`config.mk`:
```
export PLATFORM = sky130hd
export DESIGN_NAME = rnn_input_feeder
export DESIGN_NICKNAME = d
export VERILOG_FILES = /design/src/rtl/rnn_input_feeder.sv
export SDC_FILE = /design/constraint.sdc
export NUM_CORES = 2
export LEC_CHECK = 0
export CAP_MARGIN = 5
export CORE_UTILIZATION = 62
export DETAILED_ROUTE_END_ITERATION = 8
export PLACE_DENSITY = 0.79
export SYNTH_ARGS = -nofsm -noshare
export SYNTH_HDL_FRONTEND = slang
export SYNTH_SLANG_ARGS = --single-unit
```
`constraint.sdc`:
```
create_clock -name clk -period 4.45 [get_ports clk]
set_input_delay 0.89 -clock clk [delete_from_list [all_inputs] [get_ports clk]]
set_output_delay 0.89 -clock clk [all_outputs]
set_load 0.01 [all_outputs]
```
`src/rtl/rnn_input_feeder.sv`:
```
// rnn_input_feeder
// Input-vector buffer in front of the RNN core. Host vectors are queued in a
// circular FIFO; once a whole sequence is buffered the core is launched with
// `ready`, then each `i_en` request from the core pops one vector onto `idata`.
// A trailing request after the last timestep is absorbed by returning zero.
module rnn_input_feeder #(
    parameter int DEPTH = 64,
    parameter int AW    = 6
) (
    input  logic        clk,
    input  logic        reset,
    input  logic        s_valid,
    input  logic [31:0] s_data,
    output logic        s_ready,
    input  logic [10:0] seq_len,
    input  logic        busy,
    input  logic        i_en,
    output logic        ready,
    output logic [31:0] idata,
    output logic [AW:0] level,
    output logic        done,
    output logic        underflow
);

    // Occupancy value meaning "every slot holds a word".
    localparam logic [AW:0] LP_FULL = (AW + 1)'(DEPTH);

    typedef enum logic [1:0] {
        ST_IDLE   = 2'd0,
        ST_LAUNCH = 2'd1,
        ST_RUN    = 2'd2
    } state_t;

    state_t       r_state;
    state_t       w_state_nxt;

    logic [31:0]  r_mem [DEPTH];
    logic [AW-1:0] r_wptr;
    logic [AW-1:0] r_rptr;
    logic [AW:0]  r_level;

    logic [10:0]  r_len;
    logic [10:0]  r_served;
    logic [31:0]  r_idata;
    logic         r_done;
    logic         r_underflow;

    logic         w_ready;
    logic         w_push;
    logic         w_pop;
    logic         w_empty;
    logic         w_req_live;
    logic         w_starve;
    logic [10:0]  w_level_ext;
    logic         w_enough;
    logic         w_launch;
    logic         w_finish;

    // FIFO handshake: full blocks pushes even when a pop happens the same cycle,
    // and nothing is accepted while reset is held.
    assign s_ready     = (r_level != LP_FULL) && reset;
    assign w_push      = s_valid && s_ready;
    assign w_empty     = (r_level == '0);

    // A request is "live" while the current sequence still owes timesteps.
    assign w_req_live  = i_en && (r_served < r_len);
    assign w_pop       = w_req_live && !w_empty;
    assign w_starve    = w_req_live && w_empty;

    // Launch check: occupancy zero-extended to the 11-bit length domain, so a
    // length larger than the FIFO can never be satisfied. Zero length never launches.
    assign w_level_ext = 11'(r_level);
    assign w_enough    = (seq_len != 11'd0) && (w_level_ext >= seq_len);
    assign w_launch    = (r_state == ST_IDLE) && w_enough;
    assign w_finish    = (r_state == ST_RUN) && !busy;

    // Storage array: data only, no reset needed since pointers gate validity.
    always_ff @(posedge clk) begin
        if (w_push) begin
            r_mem[r_wptr] <= s_data;
        end
    end

    // Write/read pointers wrap naturally at DEPTH (power of two).
    always_ff @(posedge clk or negedge reset) begin
        if (!reset) begin
            r_wptr <= '0;
            r_rptr <= '0;
        end else begin
            if (w_push) begin
                r_wptr <= r_wptr + 1'b1;
            end
            if (w_pop) begin
                r_rptr <= r_rptr + 1'b1;
            end
        end
    end

    // Occupancy counter; simultaneous push and pop leaves it unchanged.
    always_ff @(posedge clk or negedge reset) begin
        if (!reset) begin
            r_level <= '0;
        end else begin
            case ({w_push, w_pop})
                2'b10:   r_level <= r_level + 1'b1;
                2'b01:   r_level <= r_level - 1'b1;
                default: r_level <= r_level;
            endcase
        end
    end

    // Registered vector to the core: head word on a served request, zero on a
    // starved or trailing request, held otherwise.
    always_ff @(posedge clk or negedge reset) begin
        if (!reset) begin
            r_idata <= '0;
        end else if (i_en) begin
            r_idata <= w_pop ? r_mem[r_rptr] : 32'd0;
        end
    end

    // Sequence bookkeeping: length latched at launch, served count restarts
    // there; a launch on the same edge as a pop takes precedence for the count.
    always_ff @(posedge clk or negedge reset) begin
        if (!reset) begin
            r_len    <= '0;
            r_served <= '0;
        end else if (w_launch) begin
            r_len    <= seq_len;
            r_served <= '0;
        end else if (w_pop) begin
            r_served <= r_served + 11'd1;
        end
    end

    // Sticky starvation flag; only reset clears it.
    always_ff @(posedge clk or negedge reset) begin
        if (!reset) begin
            r_underflow <= 1'b0;
        end else if (w_starve) begin
            r_underflow <= 1'b1;
        end
    end

    // One-cycle completion pulse after the core drops busy in RUN.
    always_ff @(posedge clk or negedge reset) begin
        if (!reset) begin
            r_done <= 1'b0;
        end else begin
            r_done <= w_finish;
        end
    end

    // Control state register.
    always_ff @(posedge clk or negedge reset) begin
        if (!reset) begin
            r_state <= ST_IDLE;
        end else begin
            r_state <= w_state_nxt;
        end
    end

    // Next-state and launch-request decode.
    always_comb begin
        w_state_nxt = r_state;
        w_ready     = 1'b0;
        case (r_state)
            ST_IDLE: begin
                if (w_launch) begin
                    w_state_nxt = ST_LAUNCH;
                end
            end
            ST_LAUNCH: begin
                w_ready = 1'b1;
                if (busy) begin
                    w_state_nxt = ST_RUN;
                end
            end
            ST_RUN: begin
                if (w_finish) begin
                    w_state_nxt = ST_IDLE;
                end
            end
            default: begin
                w_state_nxt = ST_IDLE;
            end
        endcase
    end

    assign ready     = w_ready;
    assign idata     = r_idata;
    assign level     = r_level;
    assign done      = r_done;
    assign underflow = r_underflow;

endmodule

```
After elaboration in Yosys (flattened, before gate mapping)
Memory sizes are Yosys's and may differ from the RTL's. Index checks and enable logic that the tools add are counted.

Register bits after elaboration: 77. Output and inout bits: 43. Bits of input ports: 48. Memories: 1. Bits in writable memories: 2048.

Memories: r_mem (words 64, width 32, read ports 1, clocked after Yosys merged registers in 0, write ports 1, RTL line 37) `logic [31:0] r_mem [DEPTH];`.

Order comparisons: 2. Equal/unequal tests: 8. Muxes and demuxes: 11. Add/subtract/negate cells: 5. Reduce and logical (&&, ||, !) cells: 16.

Operator list (number): 32-bit two-way mux (1); 11-bit two-way mux (2); 7-bit one-hot mux with 2 select lines (1); 6-bit by 1-bit adder with 6-bit output (second input constant) (2); 11-bit by 1-bit adder with 11-bit output (second input constant) (1); 7-bit by 11-bit >= comparator with 1-bit output (1); 11-bit less-than comparator (1); 11-bit nonzero test (1); 1-bit logical AND (8); 7-bit by 1-bit adder with 7-bit output (second input constant) (1); 7-bit logical NOT (1); 7-bit != test (second input constant) (1); 7-bit by 1-bit subtractor with 7-bit output (second input constant) (1); 2-bit two-way mux (3); 2-bit != test (second input constant) (3); 2-bit one-hot mux with 3 select lines (1); 2-bit by 1-bit == test with 1-bit output (second input constant) (2); 2-bit == test (second input constant) (2); 2-bit nonzero test (2); 1-bit two-way mux (3); 3-bit AND reduction (1); 1-bit logical NOT (2); 2-bit logical NOT (1).

Logic depth before layout (Yosys ltp)
Word-level depth: 5. Gate-level depth with buffers: 18. Mapped depth without buffers: 16.

Worst setup path before layout
OpenSTA, ideal clock, no wires.

Kind: register to register. Start point: reg r_level[0], in the netlist level[0]. End point: reg r_level[6], in the netlist level[6]. Stages on the path, launching flop included: 16. Slack: 725 ps. Library setup time: 80 ps. Period minus slack after synthesis: 3725 ps. Arrival time: 3645 ps. Cell sequence: dfrtp_1 or4_4 o41a_1 and2_1 buf_6 inv_2 ha_1 clkbuf_1 xor2_1 ha_1 and3b_1 o21ai_0 o21ai_0 or3_1 a31oi_1 xnor2_1.

Cells in the longest elaborated chain, start to end: 5. Elaborated cells on any way between the ends: 12. Classes of those cells: 2 x add/sub; 3 x eq/ne; 1 x mux; 6 x reduce/logical.

RTL lines: start, declared (RTL line 40) `logic [AW:0] r_level;`; start signal, assigned (RTL line 105) `2'b10: r_level <= r_level + 1'b1;`; start signal, assigned (RTL line 106) `2'b01: r_level <= r_level - 1'b1;`; start signal, assigned (RTL line 107) `default: r_level <= r_level;`; 7-bit != test * (RTL line 61) `assign s_ready = (r_level != LP_FULL) && reset;`; 1-bit logical AND * (RTL line 61); named net s_ready (RTL line 14) `output logic s_ready,`; 1-bit logical AND * (RTL line 62) `assign w_push = s_valid && s_ready;`; 2-bit by 1-bit == test with 1-bit output or 2-bit == test (tied branches) (RTL line 104) `case ({w_push, w_pop})`; 7-bit one-hot mux with 2 select lines or 2-bit nonzero test (tied branches).

The timed path passes the listed nets; every way through them passes the cells marked *. A chain may end at the register's enable or synchronous reset.

Final worst setup path
Start point: reg r_level[0], in the netlist level[0]. End point: reg r_level[6], in the netlist level[6].

Cells in the longest elaborated chain, start to end: 5. Elaborated cells on any way between the ends: 12. Classes of those cells: 2 x add/sub; 3 x eq/ne; 1 x mux; 6 x reduce/logical.

RTL lines: parallel branches: the longest is 5 deep, another holds 7-bit by 1-bit subtractor with 7-bit output.

Several ways; the timed one is not identified.

==> summary.md <==
| Metric | Value |
|---|---|
| Period utilisation layout | `0.889` |
| Vias per cell | `7.23` |
| Cell row count | `~130` |
| Static Leak | `roughly 30 nW` |
| Synthesized area per cell | `~22 um^2` |
| Max Used Layer | `met5` |
| Number of synthesized flops with an enable pin | `2,048` |
| Max Slew Vio Count | `0` |
| Slew at the pin closest to its max-slew limit | `1.42 ns` |
| PwrDens | `between 600 and 700 nW/um^2` |
| Reg clk slew, reported paths | `about 0.070 ns` |
| Met2 WL post-DR | `104,000 um` |
| WL met3 | `30,000 um` |
| Length of routed wiring on met1 | `75,500 um` |
| Hold WC Path Type | `primary input to async pin` |
| TritonCTS Buffers | `a little under 200` |
| Logic pwr share | `0.285` |
| Post-synthesis sequential area ratio | `0.771` |
| Switching Power | `around 0.018 W` |
| Vias | `43,300` |
| Critical Setup Path Class | `flop to flop` |
| Drt first pass iters | `6` |
| Post-Syn Area | `between 80,000 and 90,000 um^2` |
| YS warnings | `0` |
| Endpoints failing setup | `0` |
| CTS tree | `built` |
| Synth Register Bits | `between 2,000 and 2,500` |
| Final wirelength | `about 220,000 um` |
| Cts repair resizes | `0` |
| Gr usage total | `0.332` |
| Iteration-0 DRC Markers | `just under 7,000` |
| Post-synth top area cell | `edfxtp_1` |
| Clock network fraction of design power | `0.295` |
| Core Box Area | `about 130,000 um^2` |
| Status | `finished clean` |
| FF-to-FF setup slack | `between 0.4 and 0.5 ns` |
| Area Growth Syn to Fin | `12.5%` |
| Vias in the first global route | `about 43,000` |
| Clk sinks | `2,125` |
| Die span in x | `between 300 and 400 um` |
| Final TNS setup | `0 ns` |
| Synthesized instance count | `3,789` |
| Die H | `approximately 370 um` |
| Die Area | `~130,000 um^2` |
| Fmax achieved | `about 0.25 GHz` |
| Max_cap viols | `0` |
| Max rail drop VDD | `around 0.38 mV` |
| Crit start category | `flop` |
| Root buf cell | `clkbuf_16` |
| Design Area, Final | `between 90,000 and 100,000 um^2` |
| Post-DP HPWL | `126,000 um` |
| Routability cong. | `0.884` |
| DRC Markers | `0` |
| Reg2Reg Depth | `13` |
| Top FF cell, synth | `edfxtp_1` |
| H-tree levels | `4` |
| Starting Density | `0.626` |
| Register share of total power | `0.419` |
| Cell-internal power | `0.0383 W` |
| PortBufs | `90` |
| Post-Syn Nets | `3,860` |
| Tmin final | `approximately 4.0 ns` |
| Count leader, synth | `edfxtp_1` |
| First-pass GRT wire length | `~310,000 um` |
| R2R Path Start | `level[0]$_DFFE_PN0P_` |
| Top cell type's share of synthesized area | `0.748` |
| Gr ovfl total | `0` |
| Avg WL per Cell | `36.8 um` |
| Fraction of layout cells with a size suffix above 1 | `0.253` |
| Clk_lat worst skew | `about 0.84 ns` |
| I/O pins | `91` |
| Ys async rst share | `0.0362` |
| Initial antenna violation count | `16` |
| Crit path max fanout | `9` |
| Switching part of the total | `0.318` |
| Net count, final | `4,133` |
| Clock tree buffer depth | `3` |
| Reg-to-Reg End | `level[6]$_DFFE_PN0P_` |
| Post-DRT Antenna Nets | `0` |
| Postcts setup bufs | `0` |
| Max-slew headroom | `0.0525` |
| Largest net degree at the start of global routing | `87` |
| Top cells by area, synth | `edfxtp_1 (75%), mux4_2 (12%), dfrtp_1 (2.3%)` |
| Required @ worst endpoint | `roughly 5.2 ns` |
| CP arrival | `~4.7 ns` |
| Placed inst area | `86,200 um^2` |
| RSZ-0062 raised after global routing | `false` |
| Yosys cell types | `between 80 and 90` |
| CP Capture Type | `flop` |
| Hold-fix buffers, CTS | `0` |
| Clock Skews | `roughly 0.057 ns` |
| Top cells by count, synth | `edfxtp_1 (2,048), mux4_2 (428), mux2i_1 (143)` |
| Fin. Hold Viols | `0` |
==> cell families (layout without fill, tap and decap cells) <==
kind of cell | after synthesis | after routing | share of synthesized area
adders and majority gates | 23 | 23 | 0.00350
buffers and inverters | 247 | 686 | 0.0200
DFF | 2125 | 2125 | 0.771
AOI/OAI and AO/OA | 434 | 434 | 0.0382
and+or+nand+nor | 322 | 322 | 0.0198
xor gates and xnor gates | 27 | 27 | 0.00287
other | 0 | 3 | 0
muxes | 611 | 611 | 0.144
==> power groups by stage <==
stage	Clock, W	Sequential, W	Combinational, W
floorplan	0	0.0233	0.0105
global placement	0	0.0238	0.0153
detailed placement	0	0.0239	0.0155
CTS	0.0166	0.0235	0.0158
global route	0.0174	0.0235	0.0166
finish	0.0166	0.0235	0.0160
==> layer usage <==
layer	track usage	up-vias
li1	-	16600
met1	0.446	22200
met2	0.515	3789
met3	0.0917	634
met4	0.148	18
met5	0	-
==> how the worst max path moves through the flow <==
stage	startpoint	endpoint	slack (ns)	cells after the start
global placement	s_valid	level[6]$_DFFE_PN0P_	0.55	12
detailed placement	s_valid	level[6]$_DFFE_PN0P_	0.50	12
global route	level[3]$_DFFE_PN0P_	level[6]$_DFFE_PN0P_	0.29	13
CTS	level[3]$_DFFE_PN0P_	level[6]$_DFFE_PN0P_	0.58	13
floorplan	level[0]$_DFFE_PN0P_	level[6]$_DFFE_PN0P_	0.73	15
finish	level[0]$_DFFE_PN0P_	level[6]$_DFFE_PN0P_	0.50	13
==> sequential cells by signal, summed over array words and instances, names as in the netlist <==
register / count
r_served: 11
r_rptr: 6
done: 1
idata: 32
r_len: 11
r_wptr: 6
r_mem: 2048
underflow: 1
level: 7
r_state: 2
==> final cells by class <==
cell class                 instances  area (um^2)
clock buffer                     243         5170
tap                             1755         2200
fill                            7394        38900
antenna                            3         7.51
inverter                          26         97.6
multi-input combinational       1417        17700
timing repair buffer             294         2770
sequential                      2125        63400
clock inverter                   123         1170
==> worst max-delay path, stage by stage, from the launching register on <==
cell and delay [ns]:
dfrtp_1 0.46, or4_4 0.59, o41a_1 0.34, and2_1 0.37, inv_2 0.13, ha_1 0.39, xor2_1 0.12, ha_1 0.23
and3b_1 0.16, o21ai_0 0.24, o21ai_0 0.20, or3_1 0.34, a31oi_1 0.20, xnor2_1 0.13
==> cell usage in the layout (no fill, tap or decap), types with 13 or more instances in the layout <==
| cell | Yosys | final |
|---|---|---|
| buf_12 | 5 | 40 |
| o2111ai_1 | 18 | 18 |
| a221oi_1 | 36 | 36 |
| o22ai_1 | 69 | 69 |
| clkinv_1 | 0 | 40 |
| buf_4 | 19 | 165 |
| nor2_1 | 132 | 67 |
| mux4_2 | 428 | 428 |
| xnor2_1 | 16 | 16 |
| ha_1 | 23 | 23 |
| mux2_2 | 16 | 16 |
| nor2b_1 | 21 | 19 |
| mux2i_1 | 143 | 143 |
| clkdlybuf4s50_1 | 0 | 57 |
| a211o_1 | 13 | 13 |
| inv_1 | 23 | 22 |
| nand2_1 | 70 | 70 |
| nor2_4 | 1 | 66 |
| a21oi_1 | 40 | 40 |
| bufinv_16 | 0 | 13 |
| buf_2 | 42 | 32 |
| o221ai_1 | 16 | 16 |
| o211ai_1 | 15 | 15 |
| clkbuf_16 | 0 | 198 |
| clkbuf_1 | 79 | 40 |
| mux4_1 | 24 | 24 |
| a22oi_1 | 107 | 107 |
| clkinv_2 | 0 | 41 |
| edfxtp_1 | 2048 | 2048 |
| o21ai_0 | 44 | 44 |
| dfrtp_1 | 77 | 71 |
==> metrics by stage <==
stage | setup slack (ns) | instances | power, W | hold slack [ns] | utilization
final | 0.495 | 5986 | 0.0561 | 0.0813 | 0.704
after global routing | 0.292 | 5983 | 0.0574 | 0.0961 | 0.704
after CTS | 0.576 | 5983 | 0.0559 | 0.0511 | 0.704
after detailed placement | 0.495 | 5617 | 0.0394 | 0.492 | 0.656
after global placement | 0.549 | 5617 | 0.0392 | 0.485 | 0.656
after floorplan | 0.725 | 3789 | 0.0337 | 0.464 | -
Note: power is estimated with default switching activity, not from simulation.
